### config.mk
export PLATFORM = sky130hd
export DESIGN_NAME = pc_fetch_unit
export DESIGN_NICKNAME = d
export VERILOG_FILES = /design/src/rtl/cpu_pkg.sv /design/src/rtl/fetch_timeout_ctr.sv /design/src/rtl/pc_fetch_unit.sv
export SDC_FILE = /design/constraint.sdc
export NUM_CORES = 1
export LEC_CHECK = 0
export CORE_MARGIN = 3
export CORE_UTILIZATION = 39
export CTS_CLUSTER_SIZE = 30
export DETAILED_ROUTE_END_ITERATION = 7
export PLACE_DENSITY = 0.89
export SYNTH_ARGS = -nofsm -noshare
export SYNTH_HDL_FRONTEND = slang
export SYNTH_SLANG_ARGS = --single-unit
export TNS_END_PERCENT = 20
### constraint.sdc
create_clock -name clk -period 3 [get_ports clk]
set_input_delay 0.75 -clock clk [delete_from_list [all_inputs] [get_ports clk]]
set_output_delay 0.75 -clock clk [all_outputs]
set_load 0.02 [all_outputs]
### src/rtl/cpu_pkg.sv
`default_nettype none
// ============================================================================
//  Module      : cpu_pkg
//  Description : Shared constants and fetch-state encoding for the 16-bit
//                datapath front end.
//                Contents:
//                  CPU_WIDTH, CPU_RESET_PC    default datapath width and reset PC
//                  fetch_state_t              2-bit fetch state type
//                  FETCH / HOLD / EXEC        legal states; 2'd3 is illegal and
//                                             recovers to FETCH
//                  is_redirect()              flush+pcWrite qualifier
//  Revision    : 1.0 - initial release
// ============================================================================
package cpu_pkg;

   localparam int          CPU_WIDTH    = 16;
   localparam logic [15:0] CPU_RESET_PC = 16'h0000;

   typedef logic [1:0] fetch_state_t;

   localparam fetch_state_t FETCH   = 2'd0;
   localparam fetch_state_t HOLD    = 2'd1;
   localparam fetch_state_t EXEC    = 2'd2;
   localparam fetch_state_t ILLEGAL = 2'd3;

   // A flush only takes effect when it carries a new PC with it.
   function automatic logic is_redirect(input logic flush, input logic pc_write);
      return flush & pc_write;
   endfunction

endpackage
`default_nettype wire

### src/rtl/fetch_timeout_ctr.sv
`default_nettype none
// ============================================================================
//  Module      : fetch_timeout_ctr
//  Description : Wait-cycle counter for an outstanding instruction fetch with a
//                sticky fault flag. Counts cycles where inc is high, clears on
//                clr, saturates at LIMIT and raises fault on the cycle the
//                count reaches LIMIT. The fault holds until reset.
//  Parameters  : LIMIT  number of waiting cycles that trigger the fault
//  Ports       : clk    clock, rising edge
//                reset  synchronous, active-high
//                inc    fetch cycle without acknowledge
//                clr    fetch completed, abandoned or not fetching
//                fault  sticky timeout flag
//  Revision    : 1.0 - initial release
// ============================================================================
module fetch_timeout_ctr #(
   parameter int LIMIT = 255
) (
   input  logic clk,
   input  logic reset,
   input  logic inc,
   input  logic clr,
   output logic fault
);

   // At least one bit even for a degenerate LIMIT of zero.
   localparam int CW = (LIMIT < 1) ? 1 : $clog2(LIMIT + 1);

   localparam logic [CW:0] c_limit_ext = (CW + 1)'(LIMIT);

   logic [CW-1:0] r_count;
   logic          r_fault;
   logic [CW:0]   w_count_next;

   // One extra bit so the incremented value never wraps before the compare.
   assign w_count_next = {1'b0, r_count} + {{CW{1'b0}}, 1'b1};

   always_ff @(posedge clk) begin
      if (reset) begin
         r_count <= '0;
         r_fault <= 1'b0;
      end else if (clr) begin
         r_count <= '0;
      end else if (inc) begin
         if (w_count_next <= c_limit_ext)
            r_count <= w_count_next[CW-1:0];
         if (w_count_next >= c_limit_ext)
            r_fault <= 1'b1;
      end
   end

   assign fault = r_fault;

endmodule
`default_nettype wire

### src/rtl/pc_fetch_unit.sv
`default_nettype none
// ============================================================================
//  Module      : pc_fetch_unit
//  Description : Program-counter register and instruction-fetch sequencer.
//                Holds the architectural PC, reads the instruction at PC from
//                instruction memory and presents it to decode over a
//                valid/ready handshake. The PC is loaded verbatim from pcNext
//                when control commits (no adder lives here).
//  Build macro : FETCH_TIMEOUT_EN - when defined, a memAck wait counter drives
//                a sticky fetchFault after TIMEOUT_CYC waiting cycles; when not
//                defined fetchFault is tied low.
//  Parameters  : WIDTH        PC / address / instruction width
//                RESET_PC     PC value loaded on reset
//                TIMEOUT_CYC  memAck wait limit (FETCH_TIMEOUT_EN only)
//  Ports       : clk, reset          clock, synchronous active-high reset
//                pcNext, pcWrite     next PC from PC ALU and commit strobe
//                flush               abandon current fetch/instr (with pcWrite)
//                pc                  current PC to PC ALU
//                memAddr, memReq     instruction memory request (addr == pc)
//                memRdata, memAck    instruction memory response
//                instr, instrValid   instruction register to decode
//                instrReady          decode accepts instr
//                fetchFault          sticky fetch timeout flag
//  Revision    : 1.0 - initial release
// ============================================================================
module pc_fetch_unit
   import cpu_pkg::*;
#(
   parameter int                WIDTH       = CPU_WIDTH,
   parameter logic [WIDTH-1:0]  RESET_PC    = WIDTH'(CPU_RESET_PC),
   parameter int                TIMEOUT_CYC = 255
) (
   input  logic             clk,
   input  logic             reset,
   input  logic [WIDTH-1:0] pcNext,
   input  logic             pcWrite,
   input  logic             flush,
   output logic [WIDTH-1:0] pc,
   output logic [WIDTH-1:0] memAddr,
   output logic             memReq,
   input  logic [WIDTH-1:0] memRdata,
   input  logic             memAck,
   output logic [WIDTH-1:0] instr,
   output logic             instrValid,
   input  logic             instrReady,
   output logic             fetchFault
);

   fetch_state_t     r_state;
   logic [WIDTH-1:0] r_pc;
   logic [WIDTH-1:0] r_instr;
   logic             w_redirect;

   assign w_redirect = is_redirect(flush, pcWrite);

   // ------------------------------------------------------------------------
   // Fetch FSM with PC and instruction registers. A redirect outranks every
   // state action, so a memAck arriving in the same cycle is dropped and the
   // instruction register keeps its old contents.
   // ------------------------------------------------------------------------
   always_ff @(posedge clk) begin
      if (reset) begin
         r_state <= FETCH;
         r_pc    <= RESET_PC;
         r_instr <= '0;
      end else if (w_redirect) begin
         r_state <= FETCH;
         r_pc    <= pcNext;
      end else begin
         case (r_state)
            FETCH: begin
               if (memAck) begin
                  r_instr <= memRdata;
                  r_state <= HOLD;
               end
            end
            HOLD: begin
               // Commit in the same cycle as the handoff skips EXEC.
               if (instrReady) begin
                  if (pcWrite) begin
                     r_pc    <= pcNext;
                     r_state <= FETCH;
                  end else begin
                     r_state <= EXEC;
                  end
               end
            end
            EXEC: begin
               if (pcWrite) begin
                  r_pc    <= pcNext;
                  r_state <= FETCH;
               end
            end
            default: r_state <= FETCH;
         endcase
      end
   end

   assign pc         = r_pc;
   assign memAddr    = r_pc;
   assign instr      = r_instr;
   assign memReq     = (r_state == FETCH);
   assign instrValid = (r_state == HOLD);

   // ------------------------------------------------------------------------
   // Optional fetch timeout. The counter runs only on FETCH cycles still
   // waiting for memAck; any other cycle (ack, redirect, other state) restarts
   // it. After a fault the FSM keeps requesting, so a late ack still works.
   // ------------------------------------------------------------------------
`ifdef FETCH_TIMEOUT_EN
   logic w_ctr_inc;
   logic w_ctr_clr;

   assign w_ctr_inc = (r_state == FETCH) && !memAck && !w_redirect;
   assign w_ctr_clr = !w_ctr_inc;

   fetch_timeout_ctr #(
      .LIMIT (TIMEOUT_CYC)
   ) u_fetch_timeout_ctr (
      .clk   (clk),
      .reset (reset),
      .inc   (w_ctr_inc),
      .clr   (w_ctr_clr),
      .fault (fetchFault)
   );
`else
   logic w_unused_timeout;

   assign w_unused_timeout = ^TIMEOUT_CYC;
   assign fetchFault       = 1'b0;
`endif

endmodule
`default_nettype wire

==> results of run 1 <==
-- per-layer routing --
layer  vias to the layer above  global-route usage (%)  wire (microns)
met1                       642                    19.5            1660
li1                        705                       -               -
met2                        48                    28.3            2050
met5                         -                       0               0
met3                         5                    4.89             247
met4                         0                    6.38              54
-- synthesized netlist by cell type (2+ instances only) --
cell	instances	area share, %
nor2_1	2	0.46
o21ai_0	16	5.0
mux2i_1	16	9.9
or2b_2	18	9.8
nand3_1	16	5.0
a21oi_1	18	5.6
clkbuf_1	7	1.6
buf_2	3	0.93
nor3_1	2	0.62
buf_4	17	7.9
dfxtp_1	34	42
nand2b_1	15	5.8
-- power by group through the flow --
stage / combinational, mW / sequential [mW] / clock (mW)
6_report: 0.270 / 0.496 / 0.304
5_1_grt: 0.287 / 0.500 / 0.335
4_1_cts: 0.272 / 0.496 / 0.319
3_5_place_dp: 0.271 / 0.506 / 0
3_3_place_gp: 0.266 / 0.505 / 0
2_1_floorplan: 0.120 / 0.534 / 0
-- metrics by stage --
stage | cell area (sq um) | total power [mW] | std cells | setup WS [ps]
6_report | 2450 | 1.07 | 290 | 697
5_1_grt | 2450 | 1.12 | 290 | 578
4_1_cts | 2450 | 1.09 | 290 | 678
3_5_place_dp | 2370 | 0.777 | 283 | 418
3_3_place_gp | 2370 | 0.771 | 283 | 479
2_1_floorplan | 1620 | 0.654 | 174 | 1320
-- cells by family (layout without fill, tap and decap cells) --
| kind of cell | count (synthesis) | in the layout |
|---|---|---|
| compound gates | 36 | 36 |
| mux | 16 | 16 |
| flops | 34 | 34 |
| other cells | 1 | 1 |
| buf+inv | 30 | 98 |
| simple gates | 57 | 57 |
-- flip-flops by register name (all words and copies together), names as in the netlist --
name and count:
instr 16, r_state 2, memAddr 16
-- path summary, 6_finish.rpt --
path | from | end | cells after the start
max | instrReady | memAddr[0] | 4
min | instr[3] | instr[3] | 2
max reg2reg | r_state[0] | memAddr[0] | 3
min reg2reg | instr[3] | instr[3] | 2
-- layout make-up --
cell class | instances | area [sq um]
Fill cell | 355 | 1380
Timing Repair Buffer | 90 | 893
Multi-Input combinational cell | 110 | 732
Sequential cell | 34 | 681
Clock buffer | 7 | 76.3
Tap cell | 48 | 60.1
Inverter | 1 | 3.75
-- critical path, cell delays in order --
cell,delay [ps]
clkdlybuf4s50_1,480
and3b_1,190
o31a_1,790
mux2i_1,280
==> reports/qor.txt, run 1 <==
Setup violations, final - 0
clock latency on the worst-skew pair - 270 ps
LEAKAGE - 0.898 nW
Fin. Hold Viols - 0
Area Overhead vs Synth - 51.3%
Post-synth EDFFs - 0
Avg Synthesized Cell Area - 9.29 sq um
RSZ-0062 raised after global routing - no
xor and xnor fraction of the mapped netlist area - 0%
pins over their slew limit - 0
sequential power share - 46.4%
FMAX - 0.434 GHz
Fin Hold WS - 474 ps
layout cell share with drive strength beyond 1 - 11.6%
Net Sw Frac - 26.6%
CTS Buf Count - 5
post-route antenna net violation count - 0
switching power - 284 uW
register area share after synthesis - 42.1%
status - completed
ys flop type - dfxtp_1
port bufs - 87
clock skew - 1.34 ps
CTS H-tree depth - 2
Critical Path Sink Type - register
Post-CTS Hold Fix Bufs - 0
Detailed Route Iter0 Violations - 91
vias in the first global route - 1335
Final Cycle Share - 76.8%
CTS resizes - 0
Max VDD drop - 249 uV
Die Y-Extent - 70.4 microns
Reg clk slew, reported paths - 60 ps
R2R Setup Slk - 1230 ps
Crit path arrival time - 2500 ps
simple-gate share of the synthesized area - 23.5%
fin crit period - 2300 ps
yosys warns - 0
Max clock buf depth - 2
Max Cap Viol - 0
setup TNS - 0 ps
DR pass1 iterations - 4
setup bufs post-CTS - 0
largest net degree at the start of global routing - 51
Max transition margin - 34.6%
post-DR wirelength/cell - 13.8 microns
row count - 22
Hold Crit Class - register to register
Vias/cell - 4.83
diode count - 0
Post-Syn Area - 1620 sq um
post-synthesis net count - 212
Synth cell types - 22
Post-Synth Adder-Cell Area - 0%
Worst-Margin Slew - 981 ps
FFs w/ async S/R, synth - 0%
core box area - 3830 sq um
GR Util All Layers - 16.6%
Yosys reg bits - 34
Initial Util - 42.2%
largest family of logic cells by synthesized area - simple AND/OR/NAND/NOR gates
crit path launch type - primary input
P_int - 784 uW
WL final - 4010 microns
CTS tree - built
initial antenna violation count - 0
# clock sinks - 34
HPWL after DPL - 2880 microns
Clock power frac - 28.4%
Compound-Gate Fraction of Synth Area - 11.6%
most common cell after layout, fill and taps aside - clkdlybuf4s50_1
WP data required - 3190 ps
DRC - 0
Post-layout nets - 280
die area - 4950 sq um
Mapped Cells - 174
Max FO, Critical Path - 16
total global routing overflow - 0
final core occ - 63.9%
first-pass GRT wire length - 6560 microns
leading cell types in the layout, fill and taps excluded - 87 x clkdlybuf4s50_1, 34 x dfxtp_1, 18 x or2b_2, 18 x a21oi_1
post-synthesis mux area share - 9.91%
io pins - 89
CP Class - primary input to register
Die X - 70.4 microns
RD Place Congestion - 0.757
via count - 1400
Logic pwr share - 25.2%
PwrDens - 437 nW/um^2
clk root buf - clkbuf_8
Note: power is estimated with default switching activity, not from simulation.
==> inputs of run 2 (changes only) <==
- CORE_UTILIZATION: 39 -> 35
- PLACE_DENSITY: 0.89 -> 0.85
- clock period: 3 -> 2.1 ns (I/O delays scaled with it)
==> reports/qor.txt, run 2 (synthesis results as in run 1) <==
status - completed (unchanged)
setup TNS - 0 ps (unchanged)
DRC - 0 (unchanged)
R2R Path End - memAddr[7] (was memAddr[0])
Reg clk slew, reported paths - 70 ps (was 60 ps)
Fin Hold WS - 478 ps (was 474 ps)
CP Class - register to output port (was primary input to register)
WL final - 3840 microns (was 4010 microns)
WP data required - 1570 ps (was 3190 ps)
Post-layout nets - 283 (was 280)
post-DR wirelength/cell - 13.0 microns (was 13.8 microns)
Net Sw Frac - 26.8% (was 26.6%)
Worst-Margin Slew - 521 ps (was 981 ps)
via count - 1417 (was 1400)
Worst Setup SP - r_state[0] (was instrReady)
most common cell after layout, fill and taps aside - clkdlybuf4s50_1 (unchanged)
Vias/cell - 4.79 (was 4.83)
CTS tree - built (unchanged)
fillers - 412 (was 355)
Max transition margin - 65.3% (was 34.6%)
Max clock buf depth - 2 (unchanged)
final core occ - 56.2% (was 63.9%)
crit path launch type - register (was primary input)
Max FO, Critical Path - 7 (was 16)
total global routing overflow - 0 (unchanged)
diode count - 0 (unchanged)
Reg2Reg Depth - 4 (was 3)
clock skew - 3.59 ps (was 1.34 ps)
switching power - 421 uW (was 284 uW)
Setup violations, final - 0 (unchanged)
FMAX - 0.498 GHz
Clock power frac - 30.3% (was 28.4%)
clock latency on the worst-skew pair - 280 ps (was 270 ps)
register area - 681 sq um (unchanged)
DR pass1 iterations - 5 (was 4)
setup bufs post-CTS - 0 (unchanged)
CTS Buf Count - 5 (unchanged)
port bufs - 87 (unchanged)
Die X - 74.0 microns (was 70.4 microns)
Post-CTS Hold Fix Bufs - 0 (unchanged)
Final Cycle Share - 95.7%
io pins - 89 (unchanged)
layout cell share with drive strength beyond 1 - 13.1% (was 11.6%)
Post-DP Area - 2400 sq um (was 2370 sq um)
clk root buf - clkbuf_8 (unchanged)
first-pass GRT wire length - 6070 microns (was 6560 microns)
LEAKAGE - 0.918 nW (was 0.898 nW)
Hold Crit Class - register to register (unchanged)
sequential power share - 45.0% (was 46.4%)
PwrDens - 633 nW/um^2 (was 437 nW/um^2)
Initial Util - 36.6% (was 42.2%)
P_int - 1.15 mW (was 784 uW)
HPWL after DPL - 2760 microns (was 2880 microns)
largest net degree at the start of global routing - 36 (was 51)
Max Cap Viol - 0 (unchanged)
Max VDD drop - 382 uV (was 249 uV)
leading cell types in the layout, fill and taps excluded - 87 x clkdlybuf4s50_1, 34 x dfxtp_1, 18 x or2b_2, 18 x a21oi_1 (unchanged)
Critical Path Sink Type - output port (was register)
GR Util All Layers - 14.4% (was 16.6%)
core box area - 4410 sq um (was 3830 sq um)
die area - 5470 sq um (was 4950 sq um)
row count - 24 (was 22)
Area Overhead vs Synth - 53.4% (was 51.3%)
CTS resizes - 0 (unchanged)
R2R Setup Slk - 700 ps (was 1230 ps)
vias in the first global route - 1357 (was 1335)
final non-filler cell total - 296 (was 290)
final instance area - 2480 sq um (was 2450 sq um)
Multi-input gate area - 732 sq um (unchanged)
post-place setup slack - 173 ps (was 418 ps)
Detailed Route Iter0 Violations - 46 (was 91)
Logic pwr share - 24.7% (was 25.2%)
fin crit period - 2010 ps
pins over their slew limit - 0 (unchanged)
Final Power - 1.57 mW (was 1.07 mW)
initial antenna violation count - 0 (unchanged)
crit path to - instrValid (was memAddr[0])
Die Y-Extent - 74.0 microns (was 70.4 microns)
RD Place Congestion - 0.647 (was 0.757)
dpl cells - 290 (was 283)
# clock sinks - 34 (unchanged)
Fin. Hold Viols - 0 (unchanged)
Reg2Reg Launch Point - r_state[1] (was r_state[0])
Crit path arrival time - 1480 ps (was 2500 ps)
fin worst setup slack - 91.3 ps (was 697 ps)
RSZ-0062 raised after global routing - no (unchanged)
post-route antenna net violation count - 0 (unchanged)
CTS H-tree depth - 2 (unchanged)
-- run 2: changes by cell type in the layout (fill, tap and decap cells not counted) --
cell	previous run	this run
clkbuf_8	5	6
clkbuf_1	2	0
buf_4	3	6
-- run 2: layout make-up --
class | count | area share, %
Clock buffer | 6 | 3.33
Inverter | 1 | 0.151
Multi-Input combinational cell | 110 | 29.5
Sequential cell | 34 | 27.4
Tap cell | 52 | 2.62
Timing Repair Buffer | 93 | 36.9
-- run 2: how the worst min path moves through the flow --
stage	from	endpoint	depth (start not counted)
4_1_cts	instr[6]	instr[6]	2
3_5_place_dp	instr[1]	instr[1]	2
3_3_place_gp	instr[12]	instr[12]	2
5_1_grt	instr[4]	instr[4]	2
6_report	instr[3]	instr[3]	2
2_1_floorplan	r_state[0]	r_state[0]	2
-- run 2: critical path, stage by stage (launching register included) --
cell and delay [ps]:
dfxtp_1 420, and2b_2 180, clkdlybuf4s50_1 600
-- run 2: power groups by stage --
stage	clock (mW)	sequential, mW	combinational, mW
after floorplan	0	0.763	0.171
after global placement	0	0.720	0.385
after detailed placement	0	0.721	0.391
after CTS	0.498	0.707	0.392
after global routing	0.515	0.712	0.417
final	0.475	0.707	0.388
-- run 2: layer usage --
layer,share of wire (%),wire length (microns),vias to the layer above,track usage [%]
met5,0,0,-,0
met4,1.1,42,0,5.43
met3,10,398,5,7.57
met2,47,1810,60,24.6
met1,41,1580,649,14.9
li1,-,-,703,-
==> inputs of run 3 (changes only) <==
--- a/config.mk
+++ b/config.mk
@@ -6,4 +6,5 @@
 export NUM_CORES = 1
 export LEC_CHECK = 0
+export CAP_MARGIN = 20
 export CORE_MARGIN = 3
 export CORE_UTILIZATION = 35
==> constraint.sdc (replaced) <==
create_clock -name clk -period 2.1 [get_ports clk]
set_input_delay 0.42 -clock clk [delete_from_list [all_inputs] [get_ports clk]]
set_output_delay 0.42 -clock clk [all_outputs]
set_load 0.02 [all_outputs]
==> reports/qor.txt, run 3 (synthesis results as in run 1) <==
Final Cycle Share - 90.2% (was 95.7%)
total global routing overflow - 0 (unchanged)
crit path launch type - register (unchanged)
DR pass1 iterations - 4 (was 5)
Detailed Route Iter0 Violations - 35 (was 46)
Post-DP Area - 2390 sq um (was 2400 sq um)
Post-layout nets - 282 (was 283)
CP Cell Sequence - and2b_2 > clkdlybuf4s50_1 (unchanged)
Net Sw Frac - 26.3% (was 26.8%)
Logic pwr share - 24.5% (was 24.7%)
CP Class - register to output port (unchanged)
CTS resizes - 0 (unchanged)
Crit path arrival time - 1470 ps (was 1480 ps)
HPWL after DPL - 2740 microns (was 2760 microns)
fin crit period - 1890 ps (was 2010 ps)
Setup violations, final - 0 (unchanged)
Max VDD drop - 327 uV (was 382 uV)
first-pass GRT wire length - 5820 microns (was 6070 microns)
Worst Setup SP - r_state[0] (unchanged)
RD Place Congestion - 0.658 (was 0.647)
die area - 5470 sq um (unchanged)
buffers and inverters on the worst path - 1 (unchanged)
post-DR wirelength/cell - 12.3 microns (was 13.0 microns)
io pins - 89 (unchanged)
clock latency on the worst-skew pair - 270 ps (was 280 ps)
Clock power frac - 30.6% (was 30.3%)
final non-filler cell total - 297 (was 296)
leading cell types in the layout, fill and taps excluded - 87 x clkdlybuf4s50_1, 34 x dfxtp_1, 18 x or2b_2, 18 x a21oi_1 (unchanged)
Area Overhead vs Synth - 53.5% (was 53.4%)
Final Power - 1.57 mW (about the same)
RSZ-0062 raised after global routing - no (unchanged)
Worst-Margin Slew - 514 ps (was 521 ps)
GR Util All Layers - 13.7% (was 14.4%)
WP data required - 1680 ps (was 1570 ps)
CTS tree - built (unchanged)
min-delay src - instr[14] (was instr[3])
switching power - 414 uW (was 421 uW)
Reg clk slew, reported paths - 70 ps (about the same)
status - completed (unchanged)
Hold Crit Class - register to register (unchanged)
core box area - 4410 sq um (unchanged)
FMAX - 0.528 GHz (was 0.498 GHz)
via count - 1412 (was 1417)
initial antenna violation count - 0 (unchanged)
fillers - 416 (was 412)
sequential power share - 44.9% (was 45.0%)
most common cell after layout, fill and taps aside - clkdlybuf4s50_1 (unchanged)
pins over their slew limit - 0 (unchanged)
Post-CTS Hold Fix Bufs - 0 (unchanged)
row count - 24 (unchanged)
Critical Path Sink Type - output port (unchanged)
Fin. Hold Viols - 0 (unchanged)
# clock sinks - 34 (unchanged)
Worst path top cell family by delay - buffers and inverters (unchanged)
Max FO, Critical Path - 7 (unchanged)
diode count - 0 (unchanged)
CTS H-tree depth - 2 (unchanged)
clk root buf - clkbuf_8 (unchanged)
CTS Buf Count - 5 (unchanged)
layout cell share with drive strength beyond 1 - 13.1% (about the same)
setup bufs post-CTS - 0 (unchanged)
Die Y-Extent - 74.0 microns (unchanged)
clock skew - 5.69 ps (was 3.59 ps)
P_int - 1.16 mW (was 1.15 mW)
vias in the first global route - 1345 (was 1357)
slowest CP cell - clkdlybuf4s50_1 (unchanged)
setup TNS - 0 ps (unchanged)
Vias/cell - 4.75 (was 4.79)
Worst path max stage delay - 600 ps (about the same)
PwrDens - 634 nW/um^2 (was 633 nW/um^2)
final instance area - 2480 sq um (about the same)
DRC - 0 (unchanged)
Die X - 74.0 microns (unchanged)
port bufs - 87 (unchanged)
post-route antenna net violation count - 0 (unchanged)
Reg2Reg Launch Point - r_state[1] (unchanged)
Max Cap Viol - 0 (unchanged)
Max transition margin - 65.8% (was 65.3%)
dpl cells - 289 (was 290)
LEAKAGE - 0.918 nW (about the same)
Max clock buf depth - 2 (unchanged)
WL final - 3650 microns (was 3840 microns)
largest net degree at the start of global routing - 34 (was 36)
Initial Util - 36.6% (unchanged)
-- run 3: layer usage --
layer  GRT usage (%)  vias up  routed length, microns
met5               0        -                       0
met4            4.23        0                      14
met3            6.89        2                     429
met2            23.4       63                    1740
met1            14.8      642                    1460
li1                -      705                       -
-- run 3: final timing paths --
| path | cells past startpoint | endpoint | slack [ps] |
|---|---|---|---|
| setup / recovery | 2 | instrValid | 210 |
| hold / removal | 2 | instr[14] | 480 |
| setup reg to reg | 4 | memAddr[7] | 690 |
| hold reg to reg | 2 | instr[14] | 480 |
-- run 3: cell type report --
cell class / count / area, sq um / area share [%]
clock buffers: 7 / 86.3 / 3.48
clock inverters: 1 / 5.00 / 0.202
inverters: 1 / 3.75 / 0.151
multi-input cells: 110 / 732 / 29.5
flip-flops and latches: 34 / 681 / 27.4
well taps: 52 / 65.1 / 2.62
repair buffers: 92 / 908 / 36.6
-- run 3: power by group through the flow --
stage	registers (mW)	logic (mW)	clock network, mW
after floorplan	0.763	0.171	0
after global placement	0.720	0.383	0
after detailed placement	0.721	0.388	0
after CTS	0.707	0.390	0.502
after global routing	0.711	0.414	0.526
final	0.706	0.385	0.481
-- run 3: stage by stage --
stage	hold slack, ps	util, %	setup WS [ps]
global placement	459	54.1	316
floorplan	499	-	749
global route	495	56.2	136
CTS	476	56.2	190
finish	475	56.2	206
detailed placement	468	54.1	282
-- run 3: worst min-delay path: stages (launching register included) --
cell and delay [ps]:
dfxtp_1 310, o21ai_0 60, a21oi_1 60
